**src/rtl/aligned_pair_buffer.sv**
```systemverilog
// aligned_pair_buffer
//   Collects the aligned symbol pairs that the Needleman-Wunsch traceback
//   emits end-to-start and replays them start-to-end over a valid/ready
//   stream. The buffer can be replayed any number of times until it is
//   cleared or reset.
//
// Ports
//   clk, rst_n            clock (rising edge), asynchronous active-low reset
//   clear                 synchronous restart (same effect as reset)
//   wr_en/wr_sym_a/_b     one traceback pair per cycle while filling
//   wr_last               traceback finished; may coincide with wr_en
//   len, full             number of stored pairs, len == DEPTH
//   overflow              sticky: a write arrived while full and was dropped
//   done                  alignment captured, buffer idle in HOLD
//   rd_start              request a forward replay (honoured only in HOLD)
//   out_valid/out_ready   replay stream handshake
//   out_sym_a/_b          replayed pair
//   out_last              current pair is the final forward element
//   dbg_state             current FSM state (FILL=0 HOLD=1 PREFETCH=2 STREAM=3)
//
// Handshake: a pair transfers on every rising edge where out_valid and
// out_ready are both high. While out_valid is high and out_ready is low the
// pair, out_last and out_valid are held unchanged. out_valid never drops
// without a transfer except on clear or reset.
module aligned_pair_buffer #(
    parameter int N       = 128,
    parameter int DEPTH   = 2 * N,
    parameter int W       = 3,
    parameter int BitAddr = $clog2(DEPTH)
) (
    input  logic               clk,
    input  logic               rst_n,
    input  logic               clear,
    input  logic               wr_en,
    input  logic [W-1:0]       wr_sym_a,
    input  logic [W-1:0]       wr_sym_b,
    input  logic               wr_last,
    output logic [BitAddr:0]   len,
    output logic               full,
    output logic               overflow,
    output logic               done,
    input  logic               rd_start,
    output logic               out_valid,
    input  logic               out_ready,
    output logic [W-1:0]       out_sym_a,
    output logic [W-1:0]       out_sym_b,
    output logic               out_last,
    output logic [1:0]         dbg_state
);

    typedef enum logic [1:0] {
        S_FILL     = 2'd0,
        S_HOLD     = 2'd1,
        S_PREFETCH = 2'd2,
        S_STREAM   = 2'd3
    } state_t;

    localparam logic [BitAddr:0]   LenOne = (BitAddr+1)'(1);
    localparam logic [BitAddr:0]   LenMax = (BitAddr+1)'(DEPTH);
    localparam logic [BitAddr-1:0] PtrOne = BitAddr'(1);

    state_t               r_state;
    state_t               w_next;
    logic [BitAddr-1:0]   r_wptr;
    logic [BitAddr-1:0]   r_rptr;
    logic [BitAddr:0]     r_len;
    logic                 r_full;
    logic                 r_overflow;
    logic [2*W-1:0]       r_mem [DEPTH];
    logic [2*W-1:0]       r_rdata;

    logic                 w_wr_accept;
    logic                 w_wr_drop;
    logic                 w_fire;
    logic                 w_rd_issue;
    logic [BitAddr-1:0]   w_raddr;
    logic [BitAddr:0]     w_len_m1;
    logic                 w_out_valid;
    logic                 w_out_last;
    logic                 w_done;

    assign w_wr_accept = (r_state == S_FILL) && wr_en && !r_full;
    assign w_wr_drop   = (r_state == S_FILL) && wr_en && r_full;
    assign w_fire      = w_out_valid && out_ready;
    assign w_len_m1    = r_len - LenOne;

    // ---------------- state register ----------------
    always_ff @(posedge clk or negedge rst_n) begin
        if (!rst_n) begin
            r_state <= S_FILL;
        end else begin
            r_state <= w_next;
        end
    end

    // ---------------- next-state logic ----------------
    always_comb begin
        w_next = r_state;
        case (r_state)
            S_FILL:     if (wr_last) w_next = S_HOLD;
            S_HOLD:     if (rd_start && (r_len != '0)) w_next = S_PREFETCH;
            S_PREFETCH: w_next = S_STREAM;
            S_STREAM:   if (w_fire && (r_rptr == '0)) w_next = S_HOLD;
            default:    w_next = S_FILL;
        endcase
        if (clear) w_next = S_FILL;
    end

    // ---------------- output / read-control logic ----------------
    // A read is issued either to start a replay (last stored entry) or on a
    // fire that still has entries below rptr, so the next pair lands in the
    // read register exactly when the current one is consumed.
    always_comb begin
        w_out_valid = (r_state == S_STREAM);
        w_out_last  = (r_state == S_STREAM) && (r_rptr == '0);
        w_done      = (r_state == S_HOLD);
        w_rd_issue  = 1'b0;
        w_raddr     = r_rptr;
        if (!clear) begin
            if ((r_state == S_HOLD) && rd_start && (r_len != '0)) begin
                w_rd_issue = 1'b1;
                w_raddr    = w_len_m1[BitAddr-1:0];
            end else if ((r_state == S_STREAM) && w_fire && (r_rptr != '0)) begin
                w_rd_issue = 1'b1;
                w_raddr    = r_rptr - PtrOne;
            end
        end
    end

    // ---------------- storage (contents survive reset/clear) ----------------
    always_ff @(posedge clk) begin
        if (w_wr_accept && !clear) begin
            r_mem[r_wptr] <= {wr_sym_a, wr_sym_b};
        end
    end

    // Registered read port; zeroed so the outputs show 0 after reset/clear.
    always_ff @(posedge clk or negedge rst_n) begin
        if (!rst_n) begin
            r_rdata <= '0;
        end else if (clear) begin
            r_rdata <= '0;
        end else if (w_rd_issue) begin
            r_rdata <= r_mem[w_raddr];
        end
    end

    // ---------------- pointers, length, flags ----------------
    always_ff @(posedge clk or negedge rst_n) begin
        if (!rst_n) begin
            r_wptr     <= '0;
            r_rptr     <= '0;
            r_len      <= '0;
            r_full     <= 1'b0;
            r_overflow <= 1'b0;
        end else if (clear) begin
            r_wptr     <= '0;
            r_rptr     <= '0;
            r_len      <= '0;
            r_full     <= 1'b0;
            r_overflow <= 1'b0;
        end else begin
            if (w_wr_accept) begin
                r_wptr <= r_wptr + PtrOne;
                r_len  <= r_len + LenOne;
                r_full <= (r_len == (LenMax - LenOne));
            end
            if (w_wr_drop) begin
                r_overflow <= 1'b1;
            end
            if (w_rd_issue) begin
                r_rptr <= w_raddr;
            end
        end
    end

    assign len       = r_len;
    assign full      = r_full;
    assign overflow  = r_overflow;
    assign done      = w_done;
    assign out_valid = w_out_valid;
    assign out_last  = w_out_last;
    assign out_sym_a = r_rdata[2*W-1:W];
    assign out_sym_b = r_rdata[W-1:0];
    assign dbg_state = r_state;

endmodule

```
**config.mk**
```make
export PLATFORM = sky130hd
export DESIGN_NAME = aligned_pair_buffer
export DESIGN_NICKNAME = d
export VERILOG_FILES = /design/src/rtl/aligned_pair_buffer.sv
export SDC_FILE = /design/constraint.sdc
export NUM_CORES = 2
export LEC_CHECK = 0
export CELL_PAD_IN_SITES_DETAIL_PLACEMENT = 0
export CELL_PAD_IN_SITES_GLOBAL_PLACEMENT = 1
export CORE_ASPECT_RATIO = 2
export CORE_MARGIN = 4
export CORE_UTILIZATION = 40
export DETAILED_ROUTE_END_ITERATION = 10
export GPL_ROUTABILITY_DRIVEN = 0
export PLACE_DENSITY_LB_ADDON = 0.1
export SLEW_MARGIN = 40
export SYNTH_ARGS = -nofsm -noshare
export SYNTH_HDL_FRONTEND = slang
export SYNTH_SLANG_ARGS = --single-unit
```
**constraint.sdc**
```tcl
create_clock -name clk -period 4.4 [get_ports clk]
set_input_delay 0.88 -clock clk [delete_from_list [all_inputs] [get_ports clk]]
set_output_delay 0.88 -clock clk [all_outputs]
set_load 0.03 [all_outputs]
```
==> run summary <==
Data on the critical path is required at its endpoint by 5.13 ns. Clock tree synthesis selected as its root buffer the cell sky130_fd_sc_hd__clkbuf_16. The row count came out at 211. The sink count of the clock tree came out at 1571. The commonest register cell after synthesis is sky130_fd_sc_hd__edfxtp_1. The launch instance of the worst register-to-register path is len[0]. The pin count of the biggest net entering global routing is 122. In this run the critical register-to-register path is captured at r_rdata[2].

STA classifies the critical path startpoint as a flip-flop. The worst-case IR drop observed on VDD is 310.0 uV. The total number of vias came out at 46190. The die covers 173600 sq um.

The transition time at the pin with the least slew margin came out at 0.9044 ns. The post-synthesis net count came out at 4754. The mean cell area of the mapped netlist is 14.09 sq um.

The sequential cell area fraction in the yosys report is 70.54%. The clock transition at the register clock pins on the worst setup and hold paths after CTS came out at 0.07 ns. The number of clock buffers inserted by TritonCTS is 153. The floorplan core area came out at 165500 sq um. Once placement finished, the instance area stood at 75180 sq um.

The total wire length after detailed routing is 264900 um. Setup slack on the worst reg-to-reg path comes out at 0.12 ns. Synthesis instantiated 96 different standard cells from the library. The number of global-route vias before repair came out at 46580. The finished cells cover 80400 sq um.

The tightest min-delay check is of the primary input to asynchronous set/reset pin type. The sequential cell area is 47000 sq um. The clock latency at the later pin of the worst-skew pair is 0.81 ns. The width of the chip came out at 296.6 um. The final hold violation count was 0. The post-synthesis to final-layout area growth is 20.68%. The worst setup path is captured at a flip-flop. Global routing consumed, over all layers together, 30.08% of the routing resources. The initial utilization of the core area, before any placement, comes to 40.25%. On the final layout, the worst clock skew is 0.04271 ns. The number of instances in the synthesized netlist is 4728. At the end of the flow the core is filled with cells to 48.57%. The number of iterations in the first detailed-routing pass came out at 9.

The number of fillers in the final layout is 14500. The run finished with clean final reports. The power density normalized to cell area is 530.5 nW/um^2. The count of input and output buffers came out at 34. TritonCTS built the clock tree. The number of cells on the worst reg-to-reg path came out at 18. The sum of net half-perimeters after detailed placement is 185700 um. In this run the cell area of the synthesized design comes to 66630 sq um. The number of levels in the clock H-tree came out at 4. The via-per-instance ratio is 6.089.

The number of max-slew violations in the final report came out at 0. The minimum clock period is 4.281 ns. In the routed design, unresolved DRC markers number 0. The layout cell share with drive strength beyond 1 is 23.71%. The final setup violation count came out at 0.

In this run the vertical extent of the chip is 585.2 um. The arrival time of data at the critical path endpoint came out at 5.01 ns. The worst-case clock buffer depth is 4. The top achievable clock speed is 0.2336 GHz. The number of antenna violations at the first check in global routing came out at 17.

The boundary pin count came out at 35. Counting flops with a built-in enable in the synthesized netlist gives 1536. The flip-flop and latch count after synthesis came out at 1571. The average wire per cell in the routed design came out at 34.92 um. The first global-routing pass estimated 363400 um of wire.

The post-route antenna net violation count came out at 0. The worst relative slew slack is 39.48%. The multi-input logic area came out at 18140 sq um. After synthesis, the share of flip-flops with an asynchronous set or reset is 2.228%. The type of the setup path with the least slack is flip-flop to flip-flop. The DRC marker count from the first detailed-route iteration came out at 5436. The synthesis warning total is 0. The global-route congestion overflow total came out at 0.

The largest fanout of any net on the critical path came out at 26. The startpoint of the worst setup timing path is len[0]. The final critical-path share of the clock period is 97.30%.

Max-cap violations in this run came to 0. The static leakage power is 26.89 nW. Setup repair after global routing left no endpoint under its margin. The number of nets in the layout came out at 5364.
area by class of cell:
class | count | share of cell area, %
sequential | 1571 | 58.46
multi-input combinational | 2783 | 22.56
timing repair buffer | 808 | 9.545
clock buffer | 183 | 4.981
tap | 2130 | 3.315
clock inverter | 83 | 1.018
inverter | 21 | 0.1011
antenna | 7 | 0.02179
cells in the final DEF (no fill, tap or decap), types with 28 or more instances in the layout:
cell type	n
sky130_fd_sc_hd__mux4_2	105
sky130_fd_sc_hd__o22ai_1	28
sky130_fd_sc_hd__clkbuf_16	157
sky130_fd_sc_hd__a31oi_1	135
sky130_fd_sc_hd__edfxtp_1	1536
sky130_fd_sc_hd__a211oi_1	62
sky130_fd_sc_hd__nand2_1	772
sky130_fd_sc_hd__buf_4	651
sky130_fd_sc_hd__a22oi_1	30
sky130_fd_sc_hd__a311oi_1	41
sky130_fd_sc_hd__a21oi_1	142
sky130_fd_sc_hd__buf_12	112
sky130_fd_sc_hd__o21ai_0	61
sky130_fd_sc_hd__dfrtp_1	34
sky130_fd_sc_hd__a222oi_1	88
sky130_fd_sc_hd__mux2i_1	63
sky130_fd_sc_hd__mux2_2	92
sky130_fd_sc_hd__nor2_1	309
sky130_fd_sc_hd__a221oi_1	32
sky130_fd_sc_hd__nand4_1	80
sky130_fd_sc_hd__nand3_1	282
sky130_fd_sc_hd__and3_1	123
per-layer routing:
metal  GRT usage [%]  wire length [um]
met5               0                 8
met4           19.75             21220
met3           4.217             17070
met2           53.38            135900
met1           33.51             90700
state kept, by name, indices dropped and copies added, names as in the netlist:
name / cells
overflow: 1
r_rdata: 6
r_rptr: 8
r_mem: 1536
len: 9
r_wptr: 8
full: 1
dbg_state: 2
cells in the mapped netlist (11+ instances only):
library cell | instances | area [sq um]
sky130_fd_sc_hd__o21ai_0 | 62 | 310.3
sky130_fd_sc_hd__nand3_1 | 290 | 1451
sky130_fd_sc_hd__a31oi_1 | 139 | 869.6
sky130_fd_sc_hd__buf_4 | 41 | 307.8
sky130_fd_sc_hd__edfxtp_1 | 1536 | 46120
sky130_fd_sc_hd__a22oi_1 | 31 | 232.7
sky130_fd_sc_hd__o211ai_1 | 18 | 135.1
sky130_fd_sc_hd__and3_1 | 123 | 769.5
sky130_fd_sc_hd__ha_1 | 13 | 162.7
sky130_fd_sc_hd__xor2_1 | 11 | 96.34
sky130_fd_sc_hd__a221oi_1 | 33 | 289.0
sky130_fd_sc_hd__mux2_2 | 92 | 1036
sky130_fd_sc_hd__nor2_1 | 315 | 1182
sky130_fd_sc_hd__mux4_2 | 105 | 2365
sky130_fd_sc_hd__dfrtp_1 | 35 | 875.8
sky130_fd_sc_hd__o22ai_1 | 30 | 187.7
sky130_fd_sc_hd__buf_2 | 136 | 680.7
sky130_fd_sc_hd__a222oi_1 | 88 | 880.8
sky130_fd_sc_hd__clkbuf_1 | 130 | 488.0
sky130_fd_sc_hd__a211oi_1 | 67 | 503.0
sky130_fd_sc_hd__buf_1 | 29 | 108.9
sky130_fd_sc_hd__a311oi_1 | 43 | 376.6
sky130_fd_sc_hd__o2111ai_1 | 18 | 157.7
sky130_fd_sc_hd__nand2_1 | 785 | 2947
sky130_fd_sc_hd__and2_1 | 14 | 87.58
sky130_fd_sc_hd__a32oi_1 | 27 | 236.5
sky130_fd_sc_hd__inv_1 | 21 | 78.83
sky130_fd_sc_hd__mux2i_1 | 63 | 630.6
sky130_fd_sc_hd__a21oi_1 | 144 | 720.7
sky130_fd_sc_hd__nand4_1 | 80 | 500.5
sky130_fd_sc_hd__buf_6 | 16 | 180.2
sky130_fd_sc_hd__nor3_1 | 23 | 115.1
worst max-delay path: stages (launching register included):
cell	delay, ns
sky130_fd_sc_hd__dfrtp_1	0.37
sky130_fd_sc_hd__inv_1	0.09
sky130_fd_sc_hd__ha_1	0.17
sky130_fd_sc_hd__or4b_4	0.54
sky130_fd_sc_hd__o21ai_4	0.25
sky130_fd_sc_hd__buf_4	0.19
sky130_fd_sc_hd__a211oi_4	0.07
sky130_fd_sc_hd__nor2_4	0.13
sky130_fd_sc_hd__buf_12	0.15
sky130_fd_sc_hd__buf_12	0.21
sky130_fd_sc_hd__buf_4	0.24
sky130_fd_sc_hd__a21oi_1	0.09
sky130_fd_sc_hd__a221oi_1	0.34
sky130_fd_sc_hd__nor3_1	0.11
sky130_fd_sc_hd__nor2_2	0.28
sky130_fd_sc_hd__nand3_1	0.24
sky130_fd_sc_hd__a21boi_1	0.41
sky130_fd_sc_hd__buf_4	0.22
sky130_fd_sc_hd__a2111o_1	0.09
logic make-up after synthesis:
family | count (synthesis) | synth area share, %
adder cells (fa/ha/maj) | 13 | 0.2441
buffers and inverters | 375 | 2.821
multiplexers | 260 | 6.051
AND/OR/NAND/NOR | 1692 | 11.33
AO/OA/AOI/OAI | 798 | 8.764
XOR/XNOR | 19 | 0.2498
flip-flops | 1571 | 70.54
power by group:
| group | switching, mW | internal, mW |
|---|---|---|
| clock network | 5.78 | 7.34 |
| logic | 8.01 | 4.96 |
| registers | 0.0797 | 16.5 |
| total | 13.9 | 28.8 |
what timing repair did:
action                     CTS  global route
pin swaps                    3             5
cloned                       1             1
hold buffers                 0             0
setup endpoints to repair    4             6
resized for setup           13            28
buffers inserted             4             2
through the flow:
step           TNS (ns)  setup slack, ns  instances  hold WS (ns)  total power [mW]
2_1_floorplan         0           0.6476       4728        0.5528             22.27
3_5_place_dp     -4.084          -0.8924       7303        0.4917             29.55
4_1_cts               0        0.0001825       7574        0.1216             42.67
3_3_place_gp     -4.128          -0.9232       7303        0.4851             29.55
5_1_grt               0         0.005877       7580        0.1470             43.83
6_report              0           0.1187       7586        0.1584             42.65
worst max path at each step:
stage	depth (start not counted)	end
2_1_floorplan	17	r_rdata[2]
3_3_place_gp	16	r_rdata[2]
3_5_place_dp	16	r_rdata[2]
4_1_cts	19	r_rdata[5]
5_1_grt	17	r_rdata[3]
6_report	18	r_rdata[2]
Note: power is estimated with default switching activity, not from simulation.
